<file path="src/rtl/down_timer.sv">
// Falling-edge loadable down-counter with IDLE/RUN/EXPIRED control and a terminal-count pulse.
// Define DOWN_TIMER_AUTO_RELOAD_EN to reload from the last loaded value instead of expiring.
module down_timer #(
    parameter int WIDTH = 4
) (
    input  logic             clk,
    input  logic             reset,
    input  logic             load,
    input  logic [WIDTH-1:0] din,
    input  logic             en,
    output logic [WIDTH-1:0] q,
    output logic             busy,
    output logic             done,
    output logic             tc
);

    typedef enum logic [1:0] {
        IDLE    = 2'd0,
        RUN     = 2'd1,
        EXPIRED = 2'd2
    } state_t;

    localparam logic [WIDTH-1:0] CNT_ZERO = {WIDTH{1'b0}};
    localparam logic [WIDTH-1:0] CNT_ONE  = {{(WIDTH-1){1'b0}}, 1'b1};

    state_t           state_r;
    logic [WIDTH-1:0] q_r;
    logic             busy_r;
    logic             done_r;
    logic             tc_r;
`ifdef DOWN_TIMER_AUTO_RELOAD_EN
    logic [WIDTH-1:0] reload_r;
`endif

    // Control FSM, count register and all registered outputs, updated on the falling edge.
    always_ff @(negedge clk or negedge reset) begin
        if (!reset) begin
            state_r  <= IDLE;
            q_r      <= CNT_ZERO;
            busy_r   <= 1'b0;
            done_r   <= 1'b0;
            tc_r     <= 1'b0;
`ifdef DOWN_TIMER_AUTO_RELOAD_EN
            reload_r <= CNT_ZERO;
`endif
        end else if (load) begin
            q_r  <= din;
            tc_r <= 1'b0;
            if (din != CNT_ZERO) begin
                state_r  <= RUN;
                busy_r   <= 1'b1;
                done_r   <= 1'b0;
`ifdef DOWN_TIMER_AUTO_RELOAD_EN
                reload_r <= din;
`endif
            end else begin
                state_r <= EXPIRED;
                busy_r  <= 1'b0;
                done_r  <= 1'b1;
            end
        end else begin
            case (state_r)
                IDLE: begin
                    tc_r <= 1'b0;
                end
                RUN: begin
                    if (!en) begin
                        tc_r <= 1'b0;
                    end else if (q_r > CNT_ONE) begin
                        q_r  <= q_r - CNT_ONE;
                        tc_r <= 1'b0;
                    end else if (q_r == CNT_ONE) begin
                        tc_r <= 1'b1;
`ifdef DOWN_TIMER_AUTO_RELOAD_EN
                        q_r  <= reload_r;
`else
                        q_r     <= CNT_ZERO;
                        state_r <= EXPIRED;
                        busy_r  <= 1'b0;
                        done_r  <= 1'b1;
`endif
                    end else begin
                        // A zero count in RUN is unreachable; retire it quietly rather than wrap.
                        tc_r    <= 1'b0;
                        q_r     <= CNT_ZERO;
                        state_r <= EXPIRED;
                        busy_r  <= 1'b0;
                        done_r  <= 1'b1;
                    end
                end
                EXPIRED: begin
                    tc_r <= 1'b0;
                end
                default: begin
                    state_r <= IDLE;
                    q_r     <= CNT_ZERO;
                    busy_r  <= 1'b0;
                    done_r  <= 1'b0;
                    tc_r    <= 1'b0;
                end
            endcase
        end
    end

    assign q    = q_r;
    assign busy = busy_r;
    assign done = done_r;
    assign tc   = tc_r;

endmodule

</file>
<file path="config.mk">
export PLATFORM = sky130hd
export DESIGN_NAME = down_timer
export DESIGN_NICKNAME = d
export VERILOG_FILES = /design/src/rtl/down_timer.sv
export SDC_FILE = /design/constraint.sdc
export NUM_CORES = 1
export LEC_CHECK = 0
export CAP_MARGIN = 20
export CORE_AREA = 10 10 47 49
export CTS_CLUSTER_SIZE = 12
export DETAILED_ROUTE_END_ITERATION = 8
export DIE_AREA = 0 0 57 59
export MAX_ROUTING_LAYER = met4
export PLACE_DENSITY = 0.58
export SYNTH_ARGS = -nofsm -noshare
export SYNTH_HDL_FRONTEND = slang
export SYNTH_SLANG_ARGS = --single-unit
</file>
<file path="constraint.sdc">
create_clock -name clk -period 3.1 [get_ports clk]
set_clock_uncertainty 0.05 [all_clocks]
set_input_delay 0.465 -clock clk [delete_from_list [all_inputs] [get_ports clk]]
set_output_delay 0.465 -clock clk [all_outputs]
set_load 0.05 [all_outputs]
</file>
; After elaboration in Yosys (flattened, before gate mapping)
; Index checks and enable logic that the tools add are counted.
[word_totals]
latchBits = 0
output_inout_bits = 7
ramBits = 0
input_bits = 8
memories = 0
elab_cells = 42
regBits = 9
mem_bits_ro = 0
[classes]
eq_ne = 6
bitwise_logic = 0
mux = 24
reduce_logical = 5
n_addsub = 1
mul = 0
shifts = 0
n_div = 0
n_lt_le_gt_ge = 1
[ops]
columns = op, count
row1 = $mux W1, 13
row2 = $mux W4, 3
row3 = $mux W2, 4
row4 = $pmux W4 S2, 1
row5 = $ne A3 B3 Y1 const B, 2
row6 = $eq A4 B1 Y1 const B, 1
row7 = $gt A4 B1 Y1 const B, 1
row8 = $pmux W1 S2, 2
row9 = $pmux W2 S2, 1
row10 = $reduce_bool A4 Y1, 1
row11 = $sub A4 B1 Y4 const B, 1
row12 = $reduce_and A3 Y1, 1
row13 = $eq A2 B1 Y1 const B, 1
row14 = $eq A2 B2 Y1 const B, 1
row15 = $logic_not A2 Y1, 1
row16 = $ne A2 B1 Y1 const B, 1
row17 = $reduce_and A2 Y1, 1
row18 = $reduce_or A2 Y1, 1

; Logic depth before layout (Yosys ltp)
[depth]
word_depth = 6
depth_mapped = 5
mapped_depth_nobuf = 5

==> impl_results.md <==
* Status: finished clean
* CP cell instances: buf_12
* Worst-Margin Slew at 0.508 ns
* Max_slew headroom at 65.7%
* Number of global-route vias before repair at 418
* Multi-input logic area at 249 um2
* Share of cells above drive strength 1 at 29.0%
* Most frequent cells in the layout: nand2_1, dfrtn_1, buf_12
* Crit path max-delay family: flip-flops
* Syn nets at 53
* Yosys top cell area share at 40.6%
* Nets@finish at 73
* Initial antenna violation count at 0
* CTS sink cnt at 7
* Hold Startpoint: q[0]$_DFFE_NN0P_
* CTS root buf: clkbuf_4
* CP Max Fanout at 6
* Synth warn at 0
* Maximum VDD drop at 0.000251 V
* Unique masters post-synth at 23
* Area grow syn2layout at 64.3%
* Cell Pwr Density at between 400 and 500 nW/um2
* Reg-to-reg slack, setup at 1.35 ns
* Ports at 15
* Critical path data arrival time at roughly 2.6 ns
* Placed insts at 74
* First-pass DRT Iterations at 4
* Grt ovf at 0
* Cell taking the most area after synthesis: dfrtn_1
* Fillers at roughly 130
* Gr usage total at about 7.4%
* RSZ-0062 raised after global routing: true
* Ant. Diodes at 0
* RD Place Congestion at approximately 0.74
* Synth top area cells: dfrtn_1, nand2_1, o221ai_1, ha_1, nor3b_1
* Hold EP: q[0]$_DFFE_NN0P_
* CORE AREA at 1400 um2
* Full die area at 3360 um2
* Leak at 0.313 nW
* DR DRC count at 0
* Row cnt at 14
* Critical Path RT at 2.58 ns
* Via count at 417
* Gate Count Post-Synth at 43
* Hold Violations, Final at 0
* Critical path type: reg2out
* Clk slew on worst S/H paths at 0.04 ns
* First-pass GRT wire length at roughly 1900 um
* Die W at 57 um
* Commonest non-fill, non-tap cell in the layout: nand2_1
* Startpoint types: flop
* Hold Path Cell Cnt at 1
* Mapped Avg Cell Area at 10.0 um2
* Initial Util at a little under a third
* Clock Latency Late Sink at about 0.27 ns
* Final setup viols at 0
* Antenna Nets Post-Route at 0
* Flops & latches, synth at 7
* Dpl ws at -0.267 ns
* Die height at 59 um
* Initial DRC Count at 4
* Max cap viols at 0
* Largest net degree at the start of global routing at 11
* WL per Instance at 15.4 um
* Slowest-stage cell, CP: dfrtn_1
* Fin cells at 78
* CTS H-tree depth at 1
* Reg2reg end: state_r[1]$_DFFE_NN0P_
* RR Startpoint: q[0]$_DFFE_NN0P_
* Hold Crit Class: reg2reg
* Vias per inst at 5.35
* Clock buffer count from CTS at 3
* I/O Buffers at 14
* Critical Path Max Stage Delay at 0.57 ns
* Worst setup EP type: output pin
* Routed wire length at 1200 um
* Post-synthesis sequential area ratio at between 40% and 50%
* R2r worst-path depth at 5
* Postcts setup bufs at 0
* Final Util at 50.6%
* Clk buf depth at 2
* Seq. cell area at 175 um2
* Mapped Area at 432 um2
* Max Slew Vio Count at 0
* Worst setup margin at 0.0185 ns
* CP Buf/Inv Count at 1
* TritonCTS clock tree: yes
* CTS Hold Bufs at 0
## repair_timing
action,4_1_cts,5_1_grt
endpoints found under the setup margin,0,4
endpoints found under the hold margin,0,0
gates resized for setup,0,5
## worst max-delay path by stage
stage	start	endpoint	slack [ns]	cells past startpoint
floorplan	en	busy$_DFFE_NN0P_	0.29	3
CTS	en	busy$_DFFE_NN0P_	0.02	4
finish	state_r[1]$_DFFE_NN0P_	done	0.02	1
global route	state_r[1]$_DFFE_NN0P_	done	-0.02	1
detailed placement	en	busy$_DFFE_NN0P_	-0.27	4
global placement	en	busy$_DFFE_NN0P_	-0.24	4
## area by class of cell
type                            count  area share [%]
Tap cell                           16            2.82
Multi-Input combinational cell     32            35.1
Sequential cell                     7            24.7
Timing Repair Buffer               16            32.1
Clock buffer                        4            3.70
Inverter                            3            1.59
## routing by layer
metal	track usage [%]	up-vias	wire length [um]
li1	-	204	-
met1	8.29	197	553
met2	10.2	14	539
met3	3.22	2	89
met4	5.03	0	17
met5	-	-	0
## power breakdown
part	internal [mW]	switching [mW]	leakage [nW]
registers	0.102	0.0203	0.0871
clock network	0.0493	0.0367	0.0150
logic	0.0656	0.0662	0.211
total	0.217	0.123	0.313
## stage by stage
stage	hold WS, ns	cell area, um2	TNS (ns)	power [mW]
after global routing	0.549	709	-0.0365	0.359
after global placement	0.511	664	-1.23	0.249
after CTS	0.506	691	0	0.339
after floorplan	0.672	432	0	0.183
final	0.503	709	0	0.340
after detailed placement	0.506	664	-1.12	0.251
## synthesized netlist by cell type, drive strengths merged
cell type	instances
nand2	8
dfrtn	7
inv	3
o221ai	3
ha	2
nor3b	2
o21ai	2
o31a	2
or3b	2
a21oi	1
a41oi	1
and2b	1
and3	1
and4b	1
dlymetal6s2s	1
nand3b	1
nor2	1
nor4b	1
o211ai	1
o311ai	1
o41ai	1
## registers in the layout (all words and copies together) (netlist names)
| signal | cells |
|---|---|
| busy | 1 |
| q | 4 |
| state_r | 1 |
| tc | 1 |
## kinds of logic (layout without fill, tap and decap cells)
logic type               Yosys count  count (layout)  synth area share [%]
AND/OR/NAND/NOR                   18              18                  26.4
AO/OA/AOI/OAI                     12              12                  21.7
flip-flops                         7               7                  40.6
buffers and inverters              4              23                  5.51
adder cells (fa/ha/maj)            2               2                  5.80
Power figures use the tool's default switching activity.
